==> config.mk <==
export PLATFORM = sky130hd
export DESIGN_NAME = uart_tx_cfg_flat
export DESIGN_NICKNAME = d
export VERILOG_FILES = /design/src/rtl/uart_tx_cfg_if.sv /design/src/rtl/uart_tx_cfg.sv /design/src/flat_wrapper.sv
export SDC_FILE = /design/constraint.sdc
export NUM_CORES = 1
export LEC_CHECK = 0
export BUFFER_PORTS_ARGS = -buffer_cell sky130_fd_sc_hd__buf_2
export CORE_ASPECT_RATIO = 0.6
export CORE_MARGIN = 10
export CORE_UTILIZATION = 50
export DETAILED_ROUTE_END_ITERATION = 10
export PLACE_DENSITY = 0.67
export SYNTH_ARGS = -nofsm -noshare
export SYNTH_HDL_FRONTEND = slang
export SYNTH_SLANG_ARGS = --single-unit
==> constraint.sdc <==
create_clock -name clk -period 6.3 [get_ports clk]
set_input_delay 1.26 -clock clk [delete_from_list [all_inputs] [get_ports clk]]
set_output_delay 1.26 -clock clk [all_outputs]
set_load 0.02 [all_outputs]
==> src/rtl/uart_tx_cfg_if.sv <==
// AXI-Stream byte channel feeding the configurable UART transmitter.
// The byte source drives data/valid; the transmitter returns ready.
interface uart_tx_cfg_if;
    logic [7:0] s_axis_data;
    logic       s_axis_valid;
    logic       s_axis_ready;

    modport master (
        output s_axis_data,
        output s_axis_valid,
        input  s_axis_ready
    );

    modport slave (
        input  s_axis_data,
        input  s_axis_valid,
        output s_axis_ready
    );
endinterface

==> src/rtl/uart_tx_cfg.sv <==
// Runtime-configurable UART transmitter (5-8 data bits, none/odd/even parity, 1/2 stop bits)
// with a byte FIFO in front of it, so that queued frames follow each other without an idle gap.
module uart_tx_cfg #(
    parameter int unsigned DivWidth  = 16,
    parameter int unsigned FifoDepth = 16
) (
    input  logic                        clk,
    input  logic                        rst_n,
    input  logic [DivWidth-1:0]         i_cfg_baud_div,
    input  logic [1:0]                  i_cfg_data_bits,
    input  logic [1:0]                  i_cfg_parity,
    input  logic                        i_cfg_stop2,
    uart_tx_cfg_if.slave                s_axis,
    output logic                        o_tx,
    output logic                        o_tx_idle,
    output logic                        o_tx_done,
    output logic [$clog2(FifoDepth):0]  o_fifo_level
);

    localparam int unsigned PtrWidth = $clog2(FifoDepth);
    localparam int unsigned LvlWidth = $clog2(FifoDepth) + 1;

    typedef enum logic [2:0] {StIdle, StStart, StData, StParity, StStop} state_e;

    state_e                r_state, w_state_next;
    logic [7:0]            r_mem [FifoDepth];
    logic [PtrWidth-1:0]   r_wptr, r_rptr;
    logic [LvlWidth-1:0]   r_level, w_level_next;
    logic                  r_ready;
    logic                  w_push, w_pop;
    logic [DivWidth-1:0]   r_div, r_cnt, w_cnt_next, w_div_cfg;
    logic [2:0]            r_bit, w_bit_next, r_last_bit;
    logic [7:0]            r_data, w_mask, w_data_masked;
    logic                  r_par_en, r_par_bit, r_stop2;
    logic                  r_tx, w_tx, r_done, w_done, r_idle;
    logic                  w_bit_end;

    assign w_push        = s_axis.s_axis_valid & r_ready;
    assign w_level_next  = r_level + LvlWidth'(w_push) - LvlWidth'(w_pop);
    assign w_div_cfg     = (i_cfg_baud_div < DivWidth'(2)) ? DivWidth'(2) : i_cfg_baud_div;
    assign w_mask        = 8'hFF >> (2'd3 - i_cfg_data_bits);
    assign w_data_masked = r_mem[r_rptr] & w_mask;
    assign w_bit_end     = (r_cnt == r_div - DivWidth'(1));

    always_ff @(posedge clk or negedge rst_n) begin
        if (!rst_n) begin
            r_wptr  <= '0;
            r_rptr  <= '0;
            r_level <= '0;
            r_ready <= 1'b0;
        end else begin
            if (w_push) r_wptr <= r_wptr + 1'b1;
            if (w_pop)  r_rptr <= r_rptr + 1'b1;
            r_level <= w_level_next;
            r_ready <= (w_level_next != LvlWidth'(FifoDepth));
        end
    end

    always_ff @(posedge clk) begin
        if (w_push) r_mem[r_wptr] <= s_axis.s_axis_data;
    end

    // Frame settings are captured with the byte so config changes only affect later frames.
    always_ff @(posedge clk or negedge rst_n) begin
        if (!rst_n) begin
            r_data     <= '0;
            r_div      <= DivWidth'(2);
            r_last_bit <= 3'd7;
            r_par_en   <= 1'b0;
            r_par_bit  <= 1'b0;
            r_stop2    <= 1'b0;
        end else if (w_pop) begin
            r_data     <= w_data_masked;
            r_div      <= w_div_cfg;
            r_last_bit <= {1'b1, i_cfg_data_bits};
            r_par_en   <= ^i_cfg_parity;
            r_par_bit  <= (^w_data_masked) ^ (i_cfg_parity == 2'b01);
            r_stop2    <= i_cfg_stop2;
        end
    end

    always_comb begin
        w_state_next = r_state;
        w_cnt_next   = r_cnt + DivWidth'(1);
        w_bit_next   = r_bit;
        w_pop        = 1'b0;
        w_tx         = 1'b1;
        w_done       = 1'b0;
        unique case (r_state)
            StIdle: begin
                w_cnt_next = '0;
                if (r_level != '0) begin
                    w_pop        = 1'b1;
                    w_state_next = StStart;
                end
            end
            StStart: begin
                w_tx = 1'b0;
                if (w_bit_end) begin
                    w_cnt_next   = '0;
                    w_bit_next   = '0;
                    w_state_next = StData;
                end
            end
            StData: begin
                w_tx = r_data[r_bit];
                if (w_bit_end) begin
                    w_cnt_next = '0;
                    if (r_bit == r_last_bit) begin
                        w_bit_next   = '0;
                        w_state_next = r_par_en ? StParity : StStop;
                    end else begin
                        w_bit_next = r_bit + 3'd1;
                    end
                end
            end
            StParity: begin
                w_tx = r_par_bit;
                if (w_bit_end) begin
                    w_cnt_next   = '0;
                    w_state_next = StStop;
                end
            end
            StStop: begin
                if (w_bit_end) begin
                    w_cnt_next = '0;
                    if (r_stop2 && (r_bit == 3'd0)) begin
                        w_bit_next = 3'd1;
                    end else begin
                        w_done     = 1'b1;
                        w_bit_next = '0;
                        // Chain straight into the next queued byte.
                        if (r_level != '0) begin
                            w_pop        = 1'b1;
                            w_state_next = StStart;
                        end else begin
                            w_state_next = StIdle;
                        end
                    end
                end
            end
            default: begin
                w_state_next = StIdle;
            end
        endcase
    end

    // Line, done and idle are registered from the current state, so they trail it by one clock.
    always_ff @(posedge clk or negedge rst_n) begin
        if (!rst_n) begin
            r_state <= StIdle;
            r_cnt   <= '0;
            r_bit   <= '0;
            r_tx    <= 1'b1;
            r_done  <= 1'b0;
            r_idle  <= 1'b1;
        end else begin
            r_state <= w_state_next;
            r_cnt   <= w_cnt_next;
            r_bit   <= w_bit_next;
            r_tx    <= w_tx;
            r_done  <= w_done;
            r_idle  <= (r_state == StIdle) && (r_level == '0);
        end
    end

    assign s_axis.s_axis_ready = r_ready;
    assign o_tx                = r_tx;
    assign o_tx_done           = r_done;
    assign o_tx_idle           = r_idle;
    assign o_fifo_level        = r_level;

endmodule
==> src/flat_wrapper.sv <==
// flat-port wrapper written by rule: the top's interface ports become plain ports
module uart_tx_cfg_flat 
#(
    parameter int unsigned DivWidth  = 16,
    parameter int unsigned FifoDepth = 16
)
  (clk, rst_n, i_cfg_baud_div, i_cfg_data_bits, i_cfg_parity, i_cfg_stop2, o_tx, o_tx_idle, o_tx_done, o_fifo_level, s_axis_s_axis_data, s_axis_s_axis_valid, s_axis_s_axis_ready);
  uart_tx_cfg_if s_axis_i ();
  input  logic clk;
  input  logic rst_n;
  input  logic [DivWidth-1:0] i_cfg_baud_div;
  input  logic [1:0] i_cfg_data_bits;
  input  logic [1:0] i_cfg_parity;
  input  logic i_cfg_stop2;
  output logic o_tx;
  output logic o_tx_idle;
  output logic o_tx_done;
  output logic [$clog2(FifoDepth):0] o_fifo_level;
  input wire logic [$bits(s_axis_i.s_axis_data)-1:0] s_axis_s_axis_data;
  input wire logic [$bits(s_axis_i.s_axis_valid)-1:0] s_axis_s_axis_valid;
  output wire logic [$bits(s_axis_i.s_axis_ready)-1:0] s_axis_s_axis_ready;
  assign s_axis_i.s_axis_data = s_axis_s_axis_data;
  assign s_axis_i.s_axis_valid = s_axis_s_axis_valid;
  assign s_axis_s_axis_ready = s_axis_i.s_axis_ready;
  uart_tx_cfg #(.DivWidth(DivWidth), .FifoDepth(FifoDepth)) u_core (.clk(clk), .rst_n(rst_n), .i_cfg_baud_div(i_cfg_baud_div), .i_cfg_data_bits(i_cfg_data_bits), .i_cfg_parity(i_cfg_parity), .i_cfg_stop2(i_cfg_stop2), .s_axis(s_axis_i), .o_tx(o_tx), .o_tx_idle(o_tx_idle), .o_tx_done(o_tx_done), .o_fifo_level(o_fifo_level));
endmodule
=== Word-level counts from Yosys, hierarchy flattened ===
Memories as Yosys holds them, arrays and structs flattened.
Index checks and enable logic that the tools add are counted.

* Latch bits: 0
* Input bits: 32
* Bits in read-only memories: 0
* Bits in writable memories: 128
* Register bits: 68
* Output and inout bits: 9
* Memories kept: 1
* Word-level logic and storage cells: 89

* Bitwise operators: 3
* Order comparisons: 2
* Multiplexer cells: 31
* Multipliers: 0
* Shift operators: 1
* Reduce and logical (&&, ||, !) cells: 12
* Equality and inequality tests: 15
* Add/sub/neg operators: 8
* Div/mod/pow operators: 0

{| class="wikitable"
|+ Memories
! memory !! words !! width !! read ports !! clocked after Yosys merged registers in !! wr ports !! RTL line !! text
|-
| u_core.r_mem || 16 || 8 || 1 || 0 || 1 || uart_tx_cfg.sv:26 || <nowiki>logic [7:0] r_mem [FifoDepth];</nowiki>
|}

{| class="wikitable"
|+ Operator list
! cell !! count
|-
| two-way mux 3 bit || 12
|-
| two-way mux 16 bit || 2
|-
| case mux 16 bit (2 select lines) || 1
|-
| adder 16 x 1 -> 16 bit, second input constant || 1
|-
| == test 16 bit || 1
|-
| less-than comparator 16 x 2 -> 1 bit, second input constant || 1
|-
| subtractor 16 x 1 -> 16 bit, second input constant || 1
|-
| case mux 3 bit (5 select lines) || 1
|-
| != test 2 x 1 -> 1 bit, second input constant || 6
|-
| two-way mux 1 bit || 11
|-
| case mux 3 bit (3 select lines) || 1
|-
| adder 4 x 1 -> 4 bit, second input constant || 2
|-
| AND 8 bit || 1
|-
| parity 8 bit || 1
|-
| >> shifter 8 x 2 -> 8 bit, first input constant || 1
|-
| AND reduction 7 bit || 1
|-
| == test 3 x 2 -> 1 bit, second input constant || 2
|-
| logical NOT 3 bit || 2
|-
| adder 5 x 1 -> 5 bit || 1
|-
| logical NOT 5 bit || 1
|-
| != test 5 bit, second input constant || 1
|-
| nonzero test 5 bit || 1
|-
| subtractor 5 x 1 -> 5 bit || 1
|-
| less-than comparator 3 x 4 -> 1 bit, second input constant || 1
|-
| other kinds (17) || 18
|}

=== Longest topological paths before layout ===
* Word-level depth: 7
* Gate-level depth with buffers: 19
* Depth with buffers taken out: 17

=== Worst setup path after synthesis ===
OpenSTA, ideal clock, no wires.

* Path type: register -> register
* From: register u_core.r_div[0]
* To: register u_core.r_ready, in the netlist u_core.s_axis.s_axis_ready
* Arrival time: 3.888 ns
* Path buffers: 2
* Path slack: 2.287 ns
* Data required time: 6.175 ns
* Setup time: 0.125 ns
* Clock period less this slack: 4.013 ns
* Cell stages (with the launch flop): 20
* Path through: dfrtp_1 > inv_1 > ha_1 > or4b_1 > buf_2 > or3_1 > or3_1 > and3b_1 > nand3b_4 > o21ai_4 > buf_6 > ha_1 > inv_1 > ha_1 > fa_1 > a21oi_1 > nor2_1 > nor2_1 > xnor2_1 > nand2_1

* Word-level cells in the longest chain between the ends: 6

{| class="wikitable"
|+ Ends and longest elaborated chain
! element !! RTL line !! text
|-
| start, declared || uart_tx_cfg.sv:31 || <nowiki>logic [DivWidth-1:0] r_div, r_cnt, w_cnt_next, w_div_cfg;</nowiki>
|-
| start signal, assigned || uart_tx_cfg.sv:67 || <nowiki>r_div <= DivWidth'(2);</nowiki>
|-
| start signal, assigned || uart_tx_cfg.sv:74 || <nowiki>r_div <= w_div_cfg;</nowiki>
|-
| subtractor 16 x 1 -> 16 bit || uart_tx_cfg.sv:43 || <nowiki>assign w_bit_end = (r_cnt == r_div - DivWidth'(1));</nowiki>
|-
| == test 16 bit || uart_tx_cfg.sv:43 ||
|-
| two-way mux 1 bit || uart_tx_cfg.sv:125 || <nowiki>if (w_bit_end) begin</nowiki>
|-
| case mux 1 bit (2 select lines) || uart_tx_cfg.sv:89 || <nowiki>unique case (r_state)</nowiki>
|-
| via u_core.w_pop || uart_tx_cfg.sv:30 || <nowiki>logic w_push, w_pop;</nowiki>
|-
| subtractor 5 x 1 -> 5 bit || uart_tx_cfg.sv:39 || <nowiki>assign w_level_next = r_level + LvlWidth'(w_push) - LvlWidth'(w_pop);</nowiki>
|-
| via u_core.w_level_next[4] || uart_tx_cfg.sv:28 || <nowiki>logic [LvlWidth-1:0] r_level, w_level_next;</nowiki>
|-
| != test 5 bit || uart_tx_cfg.sv:55 || <nowiki>r_ready <= (w_level_next != LvlWidth'(FifoDepth));</nowiki>
|-
| end signal, assigned || uart_tx_cfg.sv:55 ||
|-
| end, declared || uart_tx_cfg.sv:29 || <nowiki>logic r_ready;</nowiki>
|}

The timed path passes the listed nets, and every way through them passes these cells.
A chain may end at the register's enable or synchronous reset.

=== Final worst setup path ===
* From: register u_core.r_div[0]
* To: register u_core.r_ready, in the netlist u_core.s_axis.s_axis_ready

* Word-level cells in the longest chain between the ends: 6

{| class="wikitable"
|+ Ends and longest elaborated chain
! element !! RTL line
|-
| subtractor 16 x 1 -> 16 bit || uart_tx_cfg.sv:43
|-
| == test 16 bit || uart_tx_cfg.sv:43
|-
| two-way mux 1 bit || uart_tx_cfg.sv:125
|-
| case mux 1 bit (2 select lines) || uart_tx_cfg.sv:89
|-
| subtractor 5 x 1 -> 5 bit || uart_tx_cfg.sv:39
|-
| via u_core.w_level_next[4] || uart_tx_cfg.sv:28
|-
| != test 5 bit || uart_tx_cfg.sv:55
|}

The timed path passes the listed nets, and every way through them passes these cells.

==> impl_results.rst <==
.. list-table::
   :header-rows: 1

   * - Metric
     - Value
   * - Status
     - finished clean
   * - Combinational cell fraction of total power
     - 0.352
   * - Placed cell areas
     - 0.00921 mm²
   * - Post-DP HPWL
     - 13.1 mm
   * - Final std cells w/o fill
     - 863
   * - Total of fill cells in the finished design
     - 1356
   * - Leftover overflow at the end of global routing
     - 0
   * - Count of flip-flops with a built-in enable after synthesis
     - 128
   * - Proportion of synthesized area in mux cells
     - 0.138
   * - Total negative slack
     - 0 ns
   * - Avg Synthesized Cell Area
     - 15.3 µm²
   * - Routed WL per cell
     - 21.9 µm
   * - # H-tree levels
     - 4
   * - Proportion of netlist area held by the largest area contributor
     - 0.437
   * - Most frequent cell after synthesis
     - sky130_fd_sc_hd__edfxtp_1
   * - Net switching power
     - 1.59 mW
   * - Post-synth top flop
     - sky130_fd_sc_hd__edfxtp_1
   * - Post-route antenna net violation count
     - 0
   * - Most common cell type on the critical path
     - sky130_fd_sc_hd__ha_1
   * - Simple logic cell fraction of the synthesized area
     - 0.0863
   * - Synth async-reset ratio
     - 0.347
   * - Die area
     - 0.0235 mm²
   * - Vias
     - 5001
   * - Width of the chip
     - 191 µm
   * - Library cell with the largest summed area after synthesis
     - sky130_fd_sc_hd__edfxtp_1
   * - Global placer's final weighted congestion
     - 0.893
   * - Gate count after technology mapping
     - 574
   * - Number of top-level pins
     - 41
   * - Syn Nets
     - 623
   * - Max-cap check violation count
     - 0
   * - Number of buffers inserted by port buffering
     - 40
   * - Pwr Total
     - 4.58 mW
   * - Routed via count divided by cell count
     - 5.79
   * - Clock power share
     - 0.238
   * - Post-CTS Resized
     - 0
   * - Maximum frequency from static timing analysis
     - 239 MHz
   * - CP endpoint kind
     - flip-flop
   * - Die outline height
     - 123 µm
   * - Post-route clock skew
     - 0.0145 ns
   * - Wire length of the first global-routing pass
     - 29.3 mm
   * - Final Cell Area
     - 0.00980 mm²
   * - Total DRC errors in the routed layout
     - 0
   * - Number of antenna repair diodes
     - 0
   * - Most frequent cells after synthesis
     - sky130_fd_sc_hd__edfxtp_1 (128), sky130_fd_sc_hd__dfrtp_1 (63), sky130_fd_sc_hd__mux4_2 (36), sky130_fd_sc_hd__xnor2_1 (34), sky130_fd_sc_hd__nor2_1 (33)
   * - Dominant combinational cell family by area after synthesis
     - multiplexers
   * - Synth-to-Final Area Change
     - 11.4%
   * - Total routing usage reported by global routing
     - 0.166
   * - Pwr Density
     - 468 mW/mm²
   * - Synth cell types
     - 58
   * - Sw frac
     - 0.348
   * - Internal Dissipation
     - 2.99 mW
   * - Count of standard-cell rows
     - 37
   * - Arr. time, crit path
     - 4.49 ns
   * - Number of placed cells counting well taps
     - 831
   * - Worst Setup Start Kind
     - flip-flop
   * - Initial core utilization
     - 0.511
   * - Post-CTS setup buffer count
     - 0
   * - Hold_buf cts
     - 0
   * - Leakage
     - 3.62 nW
   * - Initial antenna violation count
     - 0
   * - Core Footprint
     - 0.0172 mm²
   * - Largest fanout on the critical path
     - 9
   * - Library cell contributing the largest single delay on the critical path
     - sky130_fd_sc_hd__or4b_1
   * - CTS Root Cell
     - sky130_fd_sc_hd__clkbuf_16
   * - Share of final-layout standard cells stronger than drive strength 1
     - 0.234
   * - Type of the setup path with the least slack
     - reg -> reg
   * - Xor-xnor portion of the synthesized cell area
     - 0.0546
   * - Worst-case headroom to the max-slew limit
     - 0.403
   * - Slack of the critical path
     - 2.12 ns
   * - Clock latency reported for the late side of the worst-skew pair
     - 0.43 ns
   * - Max rail drop VDD
     - 0.389 mV
   * - Power share of the sequential group
     - 0.410
   * - Deepest clock path buffer count
     - 2
   * - Clock slew at the register clock pins of the worst setup and hold paths
     - 0.08 ns
   * - Nets
     - 665
   * - DRT Wirelength
     - 18.9 mm
   * - Worst-margin pin slew
     - 0.896 ns
   * - Final number of max-transition violations
     - 0
   * - Number of DRC violations after detailed-routing iteration 0
     - 443
   * - Hold Crit Class
     - reg -> reg
   * - Period utilization
     - 0.663
   * - Largest net degree at the start of global routing
     - 69
   * - Worst slack at placement
     - 2.17 ns
   * - Cell Area, Synth
     - 0.00880 mm²
   * - Fin crit period
     - 4.18 ns
   * - First-pass iteration count of the detailed router
     - 5
   * - Setup repair after global routing missed its margin
     - false
   * - Share of synthesized area occupied by flip-flops and latches
     - 0.631
   * - CTS tree
     - yes
   * - Hold Vio Cnt, Final
     - 0
   * - Post-synthesis compound-gate area fraction
     - 0.0397
   * - Ordered list of cells on the worst path
     - inv_1 -> ha_1 -> or4b_1 -> or3_1 -> or3_1 -> and3b_1 -> nand3b_4 -> o21ai_4 -> ha_1 -> inv_1 -> ha_1 -> fa_1 -> a21oi_1 -> nor2_1 -> nor2_1 -> xnor2_1 -> nand2_1
   * - Largest incremental delay on the critical path
     - 0.66 ns
   * - Number of buffers created by CTS
     - 17
   * - Leading post-synthesis cells by cell area
     - sky130_fd_sc_hd__edfxtp_1 (44%), sky130_fd_sc_hd__dfrtp_1 (18%), sky130_fd_sc_hd__mux4_2 (9.2%)
   * - Post-synthesis register bit count
     - 196
   * - Clk sinks
     - 196
   * - # setup viols final
     - 0
   * - Adder-Cell Fraction of Synth Area
     - 0.0262
   * - Synth warn
     - 0
   * - Number of global-route vias before repair
     - 5060
   * - Required arrival time at the worst endpoint
     - 6.61 ns
layer usage:
| metal | track usage | vias to the layer above | wire length [µm] |
|---|---|---|---|
| li1 | - | 2252 | - |
| met1 | 0.255 | 2591 | 9530 |
| met2 | 0.231 | 144 | 8000 |
| met3 | 0.0391 | 14 | 1210 |
| met4 | 0.0379 | 0 | 149 |
| met5 | 0 | - | 0 |
final timing paths:
| check | from | to | slack (ns) | depth (start not counted) |
|---|---|---|---|---|
| max | u_core.r_div[0] | u_core.s_axis.s_axis_ready | 2.12 | 17 |
| min | u_core.r_stop2 | u_core.r_stop2 | 0.53 | 1 |
| max reg2reg | u_core.r_div[0] | u_core.s_axis.s_axis_ready | 2.12 | 17 |
| min reg2reg | u_core.r_stop2 | u_core.r_stop2 | 0.53 | 1 |
| max in group asynchronous | rst_n | u_core.r_rptr[0] | 4.62 | 2 |
| min in group asynchronous | rst_n | u_core.r_bit[1] | 1.02 | 2 |
flip-flops by register name, indices dropped and copies added (netlist names), 2 cells and up:
name and count:
u_core.r_cnt 16, u_core.r_last_bit 2, u_core.r_wptr 4, u_core.r_rptr 4
u_core.r_bit 3, u_core.r_div 16, u_core.o_fifo_level 5, u_core.r_state 3
u_core.r_mem 128, u_core.r_data 8
critical path: cells and delay by family (launching register included):
kind | cells | cell delay [ns]
xor+xnor | 1 | 0.15
simple gates | 8 | 2.07
compound gates | 2 | 0.33
buf+inv | 2 | 0.13
fa+ha+maj | 4 | 0.95
flops | 1 | 0.43
kinds of logic (layout without fill, tap and decap cells):
logic type | after synthesis | after routing
adder cells (fa/ha/maj) | 18 | 18
AND/OR/NAND/NOR | 141 | 141
multiplexers | 73 | 73
AO/OA/AOI/OAI | 47 | 47
flip-flops | 196 | 196
XOR/XNOR | 54 | 54
buffers and inverters | 45 | 100
per-stage QoR:
step                 util  hold WS, ns
floorplan               -        0.475
global placement    0.535        0.488
detailed placement  0.535        0.497
CTS                 0.569        0.525
global route        0.569        0.552
finish              0.569        0.526
placed cells by master, fill, tap and decap left out, drive strengths merged, types with 13 or more instances in the layout:
cell type,n
nor2,33
ha,16
xnor2,35
edfxtp,128
nand2,23
mux2,28
nand3,15
clkbuf,18
and2,13
xor2,19
mux4,36
dfrtp,63
inv,30
buf,45
area by class of cell:
cell class	instances	area, µm²	share of cell area
inverter	23	86.3	0.00881
multi-input combinational	333	3040	0.310
timing repair buffer	45	238	0.0243
clock buffer	18	429	0.0438
tap	234	293	0.0299
clock inverter	14	166	0.0170
sequential	196	5550	0.567
power by group through the flow:
stage	Combinational, mW	Clock [mW]	Sequential [mW]
after global placement	1.56	0	1.89
after CTS	1.62	1.11	1.88
after floorplan	1.33	0	1.79
final	1.61	1.09	1.88
after detailed placement	1.61	0	1.91
after global routing	1.77	1.15	1.92
Note: power is estimated with default switching activity, not from simulation.
